<file path="src/rtl/gardner_pkg.sv">
`default_nettype none
// +----------------------------------------------------------------------------+
// | Package     : gardner_pkg                                                  |
// | Description : Shared types, defaults and helpers for the Gardner timing-   |
// |               error detector and its symbol-timing corrector.              |
// |               - state_t          one-hot FSM state encoding                |
// |               - HALF_CNT_DEFAULT mid-sample offset (half of 32 cycles)     |
// |               - sat_to_width()   signed saturation to an N-bit range       |
// | Revision    : 1.0  initial release                                         |
// +----------------------------------------------------------------------------+
package gardner_pkg;

   typedef enum logic [3:0] {
      S_IDLE = 4'b0001,
      S_MID  = 4'b0010,
      S_SYM  = 4'b0100,
      S_CALC = 4'b1000
   } state_t;

   localparam int HALF_CNT_DEFAULT = 16;

   // Clamp a signed value to the range of a w-bit two's complement word.
   // The result is returned in 64 bits; callers truncate with a size cast.
   // Valid for 2 <= w <= 63.
   function automatic logic signed [63:0] sat_to_width(input logic signed [63:0] x,
                                                       input int w);
      logic signed [63:0] hi;
      logic signed [63:0] lo;
      hi = (64'sd1 <<< (w - 1)) - 64'sd1;
      lo = -(64'sd1 <<< (w - 1));
      if (x > hi)
         return hi;
      else if (x < lo)
         return lo;
      else
         return x;
   endfunction

endpackage
`default_nettype wire

</file>
<file path="src/rtl/gardner_ted_if.sv">
`default_nettype none
// +----------------------------------------------------------------------------+
// | Interface   : gardner_ted_if                                               |
// | Description : Sample / error bundle between the timing corrector (master)  |
// |               and the Gardner timing-error detector (slave).               |
// |               I_32M, Q_32M  32.768M sample stream, signed                  |
// |               I_1M, Q_1M    on-time symbol, valid while strobe is high     |
// |               strobe        one-cycle on-time symbol pulse                 |
// |               error_n       negated filtered timing error, signed          |
// |               err_valid     one-cycle pulse when error_n updates           |
// | Revision    : 1.0  initial release                                         |
// +----------------------------------------------------------------------------+
interface gardner_ted_if #(
   parameter int WIDTH = 16
);
   logic signed [WIDTH-1:0] I_32M;
   logic signed [WIDTH-1:0] Q_32M;
   logic signed [WIDTH-1:0] I_1M;
   logic signed [WIDTH-1:0] Q_1M;
   logic                    strobe;
   logic signed [WIDTH-1:0] error_n;
   logic                    err_valid;

   modport master (
      output I_32M, Q_32M, I_1M, Q_1M, strobe,
      input  error_n, err_valid
   );

   modport slave (
      input  I_32M, Q_32M, I_1M, Q_1M, strobe,
      output error_n, err_valid
   );
endinterface
`default_nettype wire

</file>
<file path="src/rtl/gardner_loop_filter.sv">
`default_nettype none
// +----------------------------------------------------------------------------+
// | Module      : gardner_loop_filter                                          |
// | Description : Loop filter for the Gardner timing loop.                     |
// |               GARDNER_TED_LOOP_FILTER_EN defined : PI filter with a        |
// |                 saturating (WIDTH+ACC_XTRA)-bit integrator updated on      |
// |                 e_valid; f = sat((e>>>KP_SHIFT) + acc_next).               |
// |               undefined : proportional only, f = e >>> KP_SHIFT.           |
// | Ports       : clk, rst_n        clock / async active-low reset             |
// |               e, e_valid        saturated Gardner error and its strobe     |
// |               KP_SHIFT/KI_SHIFT arithmetic right shifts (sampled at use)   |
// |               f                 filtered error (combinational)             |
// | Revision    : 1.0  initial release                                         |
// +----------------------------------------------------------------------------+
module gardner_loop_filter
   import gardner_pkg::*;
#(
   parameter int WIDTH    = 16,
   parameter int ACC_XTRA = 4
) (
   input  logic                    clk,
   input  logic                    rst_n,
   input  logic signed [WIDTH-1:0] e,
   input  logic                    e_valid,
   input  logic [3:0]              KP_SHIFT,
   input  logic [3:0]              KI_SHIFT,
   output logic signed [WIDTH-1:0] f
);

`ifdef GARDNER_TED_LOOP_FILTER_EN
   localparam int ACC_W = WIDTH + ACC_XTRA;

   logic signed [ACC_W-1:0] acc;
   logic signed [ACC_W-1:0] acc_nxt;

   // The output uses the already-updated integrator so the filtered value
   // and the integrator state advance together on the same error sample.
   always_comb begin
      acc_nxt = ACC_W'(sat_to_width(64'(acc) + 64'(e >>> KI_SHIFT), ACC_W));
      f       = WIDTH'(sat_to_width(64'(e >>> KP_SHIFT) + 64'(acc_nxt), WIDTH));
   end

   always_ff @(posedge clk or negedge rst_n) begin
      if (!rst_n)
         acc <= '0;
      else if (e_valid)
         acc <= acc_nxt;
   end
`else
   logic unused_cfg;

   assign f          = e >>> KP_SHIFT;
   assign unused_cfg = ^{clk, rst_n, e_valid, KI_SHIFT, 1'(ACC_XTRA)};
`endif

endmodule
`default_nettype wire

</file>
<file path="src/rtl/gardner_ted.sv">
`default_nettype none
// +----------------------------------------------------------------------------+
// | Module      : gardner_ted                                                  |
// | Description : Gardner timing-error detector plus loop filter closing the   |
// |               symbol-timing loop around the 32.768M->1.024M corrector.     |
// |               Captures prev / mid / cur samples, forms                     |
// |               e = sat(((Imid*dI + Qmid*dQ) >>> (WIDTH-1))) once per        |
// |               symbol, filters it and drives error_n = sat(-f).             |
// |               err_valid pulses 2 cycles after the completing strobe.       |
// | Config      : GARDNER_TED_LOOP_FILTER_EN enables the PI integrator.        |
// | Ports       : clk, rst_n   32.768M clock, async active-low reset           |
// |               KP_SHIFT     proportional arithmetic right shift             |
// |               KI_SHIFT     integral arithmetic right shift                 |
// |               bus          gardner_ted_if.slave sample / error bundle      |
// | Limits      : WIDTH <= 31 (products are saturated through 64 bits).        |
// | Revision    : 1.0  initial release                                         |
// +----------------------------------------------------------------------------+
module gardner_ted
   import gardner_pkg::*;
#(
   parameter int WIDTH    = 16,
   parameter int HALF_CNT = HALF_CNT_DEFAULT,
   parameter int ACC_XTRA = 4
) (
   input  logic        clk,
   input  logic        rst_n,
   input  logic [3:0]  KP_SHIFT,
   input  logic [3:0]  KI_SHIFT,
   gardner_ted_if.slave bus
);

   localparam int CNT_W  = $clog2(HALF_CNT) + 1;
   localparam int PROD_W = 2 * WIDTH + 2;

   state_t state;
   state_t state_nxt;

   logic latch_prev;
   logic clr_cnt;
   logic cap_mid;
   logic cap_cur;

   logic [CNT_W-1:0]        cnt;
   logic signed [WIDTH-1:0] prev_i, prev_q;
   logic signed [WIDTH-1:0] mid_i, mid_q;
   // The current symbol is stored as its difference from the previous one,
   // because prev is overwritten by the same strobe that delivers cur.
   logic signed [WIDTH:0]   d_i, d_q;

   logic signed [PROD_W-1:0] e_full;
   logic signed [WIDTH-1:0]  e;
   logic                     e_valid;
   logic signed [WIDTH-1:0]  f;

   // ------------------------------------------------------------------
   // FSM
   // ------------------------------------------------------------------
   always_ff @(posedge clk or negedge rst_n) begin
      if (!rst_n)
         state <= S_IDLE;
      else
         state <= state_nxt;
   end

   always_comb begin
      state_nxt  = state;
      latch_prev = 1'b0;
      clr_cnt    = 1'b0;
      cap_mid    = 1'b0;
      cap_cur    = 1'b0;
      case (state)
         S_IDLE: begin
            if (bus.strobe) begin
               latch_prev = 1'b1;
               clr_cnt    = 1'b1;
               state_nxt  = S_MID;
            end
         end
         // A strobe before the mid capture means the mid point was missed:
         // restart the symbol from this strobe (it also wins over a
         // coincident mid capture).
         S_MID, S_CALC: begin
            state_nxt = S_MID;
            if (bus.strobe) begin
               latch_prev = 1'b1;
               clr_cnt    = 1'b1;
            end else if (cnt == CNT_W'(HALF_CNT - 1)) begin
               cap_mid   = 1'b1;
               state_nxt = S_SYM;
            end
         end
         S_SYM: begin
            if (bus.strobe) begin
               cap_cur    = 1'b1;
               latch_prev = 1'b1;
               clr_cnt    = 1'b1;
               state_nxt  = S_CALC;
            end
         end
         default: state_nxt = S_IDLE;
      endcase
   end

   // ------------------------------------------------------------------
   // Counter and sample capture
   // ------------------------------------------------------------------
   always_ff @(posedge clk or negedge rst_n) begin
      if (!rst_n) begin
         cnt    <= '0;
         prev_i <= '0;
         prev_q <= '0;
         mid_i  <= '0;
         mid_q  <= '0;
         d_i    <= '0;
         d_q    <= '0;
      end else begin
         // Saturating so that a long gap between strobes cannot wrap back
         // onto the mid-capture count.
         if (clr_cnt)
            cnt <= '0;
         else if (state != S_IDLE && !(&cnt))
            cnt <= cnt + 1'b1;

         if (cap_cur) begin
            d_i <= (WIDTH+1)'(prev_i) - (WIDTH+1)'(bus.I_1M);
            d_q <= (WIDTH+1)'(prev_q) - (WIDTH+1)'(bus.Q_1M);
         end
         if (latch_prev) begin
            prev_i <= bus.I_1M;
            prev_q <= bus.Q_1M;
         end
         if (cap_mid) begin
            mid_i <= bus.I_32M;
            mid_q <= bus.Q_32M;
         end
      end
   end

   // ------------------------------------------------------------------
   // Product stage (registered during S_CALC)
   // ------------------------------------------------------------------
   always_comb begin
      e_full = PROD_W'(mid_i) * PROD_W'(d_i) + PROD_W'(mid_q) * PROD_W'(d_q);
   end

   always_ff @(posedge clk or negedge rst_n) begin
      if (!rst_n) begin
         e       <= '0;
         e_valid <= 1'b0;
      end else begin
         e_valid <= (state == S_CALC);
         if (state == S_CALC)
            e <= WIDTH'(sat_to_width(64'(e_full >>> (WIDTH - 1)), WIDTH));
      end
   end

   // ------------------------------------------------------------------
   // Loop filter and negated output stage
   // ------------------------------------------------------------------
   gardner_loop_filter #(
      .WIDTH    (WIDTH),
      .ACC_XTRA (ACC_XTRA)
   ) u_loop_filter (
      .clk      (clk),
      .rst_n    (rst_n),
      .e        (e),
      .e_valid  (e_valid),
      .KP_SHIFT (KP_SHIFT),
      .KI_SHIFT (KI_SHIFT),
      .f        (f)
   );

   always_ff @(posedge clk or negedge rst_n) begin
      if (!rst_n) begin
         bus.error_n   <= '0;
         bus.err_valid <= 1'b0;
      end else begin
         bus.err_valid <= e_valid;
         if (e_valid)
            bus.error_n <= WIDTH'(sat_to_width(-(64'(f)), WIDTH));
      end
   end

endmodule
`default_nettype wire
</file>
<file path="src/flat_wrapper.sv">
// flat-port wrapper written by rule: the top's interface ports become plain ports
module gardner_ted_flat import gardner_pkg::*;
#(
   parameter int WIDTH    = 16,
   parameter int HALF_CNT = HALF_CNT_DEFAULT,
   parameter int ACC_XTRA = 4
)
  (clk, rst_n, KP_SHIFT, KI_SHIFT, bus_I_32M, bus_Q_32M, bus_I_1M, bus_Q_1M, bus_strobe, bus_error_n, bus_err_valid);
  gardner_ted_if #(.WIDTH(WIDTH)) bus_i ();
  input  logic clk;
  input  logic rst_n;
  input  logic [3:0] KP_SHIFT;
  input  logic [3:0] KI_SHIFT;
  input wire logic [$bits(bus_i.I_32M)-1:0] bus_I_32M;
  input wire logic [$bits(bus_i.Q_32M)-1:0] bus_Q_32M;
  input wire logic [$bits(bus_i.I_1M)-1:0] bus_I_1M;
  input wire logic [$bits(bus_i.Q_1M)-1:0] bus_Q_1M;
  input wire logic [$bits(bus_i.strobe)-1:0] bus_strobe;
  output wire logic [$bits(bus_i.error_n)-1:0] bus_error_n;
  output wire logic [$bits(bus_i.err_valid)-1:0] bus_err_valid;
  assign bus_i.I_32M = bus_I_32M;
  assign bus_i.Q_32M = bus_Q_32M;
  assign bus_i.I_1M = bus_I_1M;
  assign bus_i.Q_1M = bus_Q_1M;
  assign bus_i.strobe = bus_strobe;
  assign bus_error_n = bus_i.error_n;
  assign bus_err_valid = bus_i.err_valid;
  gardner_ted #(.WIDTH(WIDTH), .HALF_CNT(HALF_CNT), .ACC_XTRA(ACC_XTRA)) u_core (.clk(clk), .rst_n(rst_n), .KP_SHIFT(KP_SHIFT), .KI_SHIFT(KI_SHIFT), .bus(bus_i));
endmodule
</file>
<file path="config.mk">
export PLATFORM = sky130hd
export DESIGN_NAME = gardner_ted_flat
export DESIGN_NICKNAME = d
export VERILOG_FILES = /design/src/rtl/gardner_pkg.sv /design/src/rtl/gardner_ted_if.sv /design/src/rtl/gardner_loop_filter.sv /design/src/rtl/gardner_ted.sv /design/src/flat_wrapper.sv
export SDC_FILE = /design/constraint.sdc
export NUM_CORES = 2
export LEC_CHECK = 0
export ABC_AREA = 1
export BUFFER_PORTS_ARGS = -buffer_cell sky130_fd_sc_hd__buf_4
export CAP_MARGIN = 20
export CORE_MARGIN = 1.5
export CORE_UTILIZATION = 47
export DETAILED_ROUTE_END_ITERATION = 8
export MAX_ROUTING_LAYER = met4
export PLACE_DENSITY_LB_ADDON = 0.2
export SLEW_MARGIN = 10
export SYNTH_ARGS = -nofsm -noshare
export SYNTH_HDL_FRONTEND = slang
export SYNTH_SLANG_ARGS = --single-unit
</file>
<file path="constraint.sdc">
create_clock -name clk -period 24 [get_ports clk]
set_clock_uncertainty 0.1 [all_clocks]
set_input_delay 4.8 -clock clk [delete_from_list [all_inputs] [get_ports clk]]
set_output_delay 4.8 -clock clk [all_outputs]
set_load 0.02 [all_outputs]
</file>
Word-level counts from Yosys, hierarchy flattened
Index checks and enable logic that the tools add are counted.
- output and inout bits: 17
- input port bits: 75
- register bits after elaboration: 141
- word-level logic and storage cells: 56
- reduce and logical (&&, ||, !) cells: 7
- equality and inequality tests: 8
- add/subtract/negate cells: 5
- $mul: 2
- multiplexer cells: 17
- shift operators: 1
- magnitude comparators: 4
- operators with widths (operator ; number):
    $mul 16x17->33 ; 2
    $gt 64x16->1 const B ; 1
    $lt 64x16->1 const B ; 1
    $mux 16 ; 4
    $neg 16->64 ; 1
    $add 33x33->34 ; 1
    $sub 16x16->17 ; 2
    $gt 19x16->1 const B ; 1
    $lt 19x16->1 const B ; 1
    $sshr 16x4->16 ; 1
    $mux 4 ; 3
    $pmux 4 s3 ; 1
    $mux 5 ; 2
    $mux 1 ; 6
    $add 5x1->5 const B ; 1
    $eq 5x4->1 const B ; 1
    $reduce_and 5->1 ; 1
    $eq 4x1->1 const B ; 1
    $eq 4x2->1 const B ; 1
    $eq 4x3->1 const B ; 1
    $eq 4x4->1 const B ; 1
    $ne 2x2->1 const B ; 2
    $ne 4x1->1 const B ; 1
    $reduce_or 4->1 ; 1
    6 further kinds ; 6

Logic depth before layout (Yosys ltp)
- word-level depth: 5
- depth in mapped cells: 38
- gate-level depth less buffers: 35

Hierarchy
Synthesis repeated with hierarchy kept, for this count alone.
- cell total of the unflattened synthesis: 3890
- area total of the unflattened synthesis: 30834.6 um^2
- modules (own cells, without submodules) (module ; cells each ; times used ; area an instance (um^2) ; seq. area each (um^2)):
    gardner_ted ; 3728 ; 1 ; 30087.6 ; 3529.6
    gardner_loop_filter ; 162 ; 1 ; 747.0 ; 0.0

Worst setup path after synthesis
OpenSTA, ideal clock, no wires.
- kind: input port to flip-flop
- start point: input KP_SHIFT[0]
- end point: register u_core.bus.error_n[10]
- data required time: 23783 ps
- library setup time: 117 ps
- slack: 16012 ps
- buffers on the path: 3
- data arrival time: 7771 ps
- stages: 25
- cells stage by stage: buf_6 > buf_4 > nand2_1 > nand3_1 > nand3_1 > nand2_2 > nand2_2 > nand2_2 > inv_1 > ha_1 > inv_1 > nor2_8 > nand3_4 > nor2_8 > inv_1 > ha_1 > nand2_1 > or3_1 > nor4_1 > nand3_2 > nand2_4 > buf_6 > nand2_1 > nand2_1 > nand2_1
- cells in the longest elaborated chain, start to end: 5
- elaborated cells on any way between the ends: 6
- classes of those cells: add/sub (1); order compare (2); shift (1); mux (2)
- RTL lines (element ; RTL line ; text):
    from (decl) ; flat_wrapper.sv:12 ; input logic [3:0] KP_SHIFT;
    $sshr 16x4->16 * ; gardner_loop_filter.sv:52 ; assign f = e >>> KP_SHIFT;
    $neg 16->64 * ; gardner_ted.sv:180 ; bus.error_n <= WIDTH'(sat_to_width(-(64'(f)), WIDTH));
    $lt 64x16->1 ; gardner_pkg.sv:33 ; else if (x < lo)
    $mux 16 ; gardner_pkg.sv:33 ;
    $mux 16 * ; gardner_pkg.sv:31 ; if (x > hi)
    to (signal assigned) ; gardner_ted.sv:180 ;
    to (decl) ; gardner_ted_if.sv:31 ; output error_n, err_valid
Mark *: on every way between the ends. The rest lies on a longest branch, timed or not.
A chain may end at the register's enable or synchronous reset.

Final worst setup path
- start point: register u_core.mid_q[0]
- end point: register u_core.e[12]
- cells in the longest elaborated chain, start to end: 5
- elaborated cells on any way between the ends: 6
- classes of those cells: add/sub (1); mul (1); order compare (2); mux (2)
- RTL lines (element ; RTL line ; text):
    from (decl) ; gardner_ted.sv:45 ; logic signed [WIDTH-1:0] mid_i, mid_q;
    from (signal assigned) ; gardner_ted.sv:134 ; mid_q <= bus.Q_32M;
    $mul 16x17->33 * ; gardner_ted.sv:143 ; e_full = PROD_W'(mid_i) * PROD_W'(d_i) + PROD_W'(mid_q) * PROD_W'(d_q);
    $add 33x33->34 * ; gardner_ted.sv:143 ;
    $lt 19x16->1 ; gardner_pkg.sv:33 ;
    $mux 16 ; gardner_pkg.sv:33 ;
    $mux 16 * ; gardner_pkg.sv:31 ;
    to (signal assigned) ; gardner_ted.sv:153 ; e <= WIDTH'(sat_to_width(64'(e_full >>> (WIDTH - 1)), WIDTH));
    to (decl) ; gardner_ted.sv:51 ; logic signed [WIDTH-1:0] e;
Marked as above.

==> metrics <==
H-Tree Depth=4; Synth Area in Adders=0.486; MaxCap Viol Count=0; vias after detailed routing=22600; Post-Synth XOR/XNOR Area=0.0138; wire per inst=15.7 um; CP Capture Type=flip-flop; post-route setup slack=14.73 ns; yosys warns=0; final hold violations=0; Post-CTS Setup Bufs=0; WP data arrival=9.55 ns; Placed Area=0.0317 mm2; power per cell area=48.4 mW/mm2; Via density=4.87; filler instances=6363; CTS tree=built; crit-path max FO=19; Main synth FF type=dfrtp_1; EDFF count, synth=0; HPWL after DPL=61.5 mm; VDD IR-drop max=0.0695 mV; flops & latches, synth=141; Syn-to-layout area delta=5.88%; Overall Global Routing Usage=0.245; Clock Latency Late Sink=0.50 ns; hold buffer count at cts=0; status=finished, final reports clean; total grt overflow=0; GPL Wtd Cong=0.966; final setup violation count=0; Worst-path clk slew=0.07 ns; sequential area share after synthesis=0.116; largest net degree at the start of global routing=85; clk root buf=clkbuf_16; Nets=4669; antenna viol nets, final=0; CP Launch Type=flip-flop; cell area after layout=0.0323 mm2; RSZ-0062 raised after global routing=false; Ports=92; Critical Path RT=24.28 ns; initial antenna violation count=0; number of port buffers=87; initial DRC count=1419; Initial Utilization=0.474; Mapped Area=0.0305 mm2; complex-gate fraction of the synthesized area=0.0343; Slew headroom=0.329; Final min period=9.27 ns; clock sinks=141; Synth Instances=3825; worst hold path class=flip-flop to flip-flop; global-route wire length before repair=123 mm; Netlist cell types=48; Static Leak=0.0194 uW; Total Wirelength=72.9 mm; setup TNS=0 ns; Die ar.=0.0665 mm2; cts bufs inserted=17; Placement Setup Slack=14.73 ns; highest clock rate=0.108 GHz; Critical Setup Path Class=flip-flop to flip-flop; Clock Path Buffers=2; Initial DRT Pass Iterations=5; main combinational cell family by area after synthesis=adder cells; crit share post-route=0.386; WHS Path Cells=2; layout cells sized above 1=0.0617; Final Non-Filler Cells=4647; DRC=0; num rows=93; Post-Synth Simple-Gate Area=0.182; core area=0.0643 mm2; FF-to-FF path depth=26; post-synth net total=4715; multiplexer area fraction after synthesis=0.0111; vias in the first global route=23800; worst-margin pin slew=1.01 ns; Die H=258 um; Synth Area per Inst=7.98 um2; die width=258 um; Post-synth ARST share=1.00; worst hold margin=0.379 ns; n_diodes=0; Placed Cells=4615; fin. max-slew vios=0; Resized Gates After CTS=0
[synth_stat cells, drive strengths merged, types with 3 or more instances]
library cell | number | share of area
nand3 | 119 | 0.022
nor4 | 17 | 0.0035
mux2 | 30 | 0.011
ha | 200 | 0.082
xnor2 | 22 | 0.0063
a31oi | 3 | 0.00062
o21ai | 102 | 0.017
or2 | 8 | 0.0016
dfrtp | 140 | 0.11
nand4 | 19 | 0.0039
nand2 | 1037 | 0.13
o31ai | 3 | 0.00074
nor3 | 13 | 0.0021
buf | 19 | 0.0043
nor2 | 104 | 0.016
fa | 615 | 0.40
a21o | 5 | 0.0012
nand3b | 6 | 0.0015
inv | 1099 | 0.14
clkbuf | 149 | 0.018
xor2 | 26 | 0.0075
a21oi | 74 | 0.012
[sequential cells by signal, summed over array words and instances (netlist names)]
signal / cells
u_core.prev_i: 16
u_core.mid_i: 16
u_core.prev_q: 16
u_core.cnt: 5
u_core.e_valid: 1
u_core.bus.err_valid: 1
u_core.bus.error_n: 16
u_core.d_i: 17
u_core.state: 4
u_core.mid_q: 16
u_core.d_q: 17
u_core.e: 16
[cells in the final DEF (no fill, tap or decap), types with 19 or more instances in the layout]
master / Yosys / routed
inv_1: 1091 / 1091
nand2_1: 1013 / 1012
fa_1: 615 / 615
ha_1: 200 / 200
dfrtp_1: 140 / 140
nand3_1: 106 / 105
buf_4: 1 / 102
o21ai_0: 101 / 101
nor2_1: 93 / 93
a21oi_1: 74 / 74
mux2_2: 30 / 30
xor2_1: 26 / 26
xnor2_1: 22 / 22
nand2_2: 19 / 20
nand4_1: 19 / 19
[worst paths after layout]
check / start / endpoint / slack (ns)
max in group asynchronous: rst_n / u_core.mid_i[12]$_DFFE_PN0P_ / 18.21
max: u_core.mid_q[0]$_DFFE_PN0P_ / u_core.e[12]$_DFFE_PN0P_ / 14.73
min: u_core.bus.error_n[2]$_DFFE_PN0P_ / u_core.bus.error_n[2]$_DFFE_PN0P_ / 0.38
min reg2reg: u_core.bus.error_n[2]$_DFFE_PN0P_ / u_core.bus.error_n[2]$_DFFE_PN0P_ / 0.38
max reg2reg: u_core.mid_q[0]$_DFFE_PN0P_ / u_core.e[12]$_DFFE_PN0P_ / 14.73
min in group asynchronous: rst_n / u_core.mid_q[1]$_DFFE_PN0P_ / 4.29
[metrics by stage]
stage	util	total power (uW)
final	0.502	1560
after global routing	0.502	1710
after CTS	0.502	1570
after detailed placement	0.492	1260
after global placement	0.492	1260
after floorplan	-	997
[layout make-up]
class	count	area, um2	share of cell area
Clock buffer	19	453	0.0140
Sequential cell	141	3530	0.109
Tap cell	855	1070	0.0331
Inverter	1099	4130	0.128
Clock inverter	13	174	0.00538
Timing Repair Buffer	103	777	0.0241
Multi-Input combinational cell	2417	22200	0.686
[critical path, cell delays in order, from the launching register on]
cell and delay (ns):
dfrtp_1 0.84, nand2_1 0.47, inv_1 0.79, fa_1 0.52, inv_1 0.08, fa_1 0.44
fa_1 0.54, inv_1 0.05, fa_1 0.55, fa_1 0.45, fa_1 0.52, fa_1 0.55
inv_1 0.05, fa_1 0.52, inv_1 0.04, ha_1 0.42, nand2_1 0.14, nor4_1 0.75
nand3_1 0.21, nand2_1 0.10, nand2_1 0.05, nand2_1 0.09, nand4_1 0.09, nand3_1 0.43
nand2_1 0.18, nand2_1 0.10, nand2_1 0.05
[cells by family (layout without fill, tap and decap cells)]
kind of cell / Yosys count / after routing
DFF: 141 / 141
xor gates and xnor gates: 48 / 48
and+or+nand+nor: 1326 / 1326
adders and majority gates: 815 / 815
AOI/OAI and AO/OA: 198 / 198
muxes: 30 / 30
buffers and inverters: 1267 / 1234
[report_power, final]
part	total, uW	switching (uW)	internal (uW)	leakage, uW
clock network	296	126	171	0.000303
logic	978	645	333	0.0173
registers	290	20.2	270	0.00178
[metal layers]
metal  share of wire  vias to the layer above  GRT usage
met5               0                        -          -
met4           0.035                        0     0.0897
met3           0.040                      105     0.0285
met2            0.51                      474      0.421
met1            0.41                    11200      0.298
li1                -                    10800          -
Note: power is estimated with default switching activity, not from simulation.
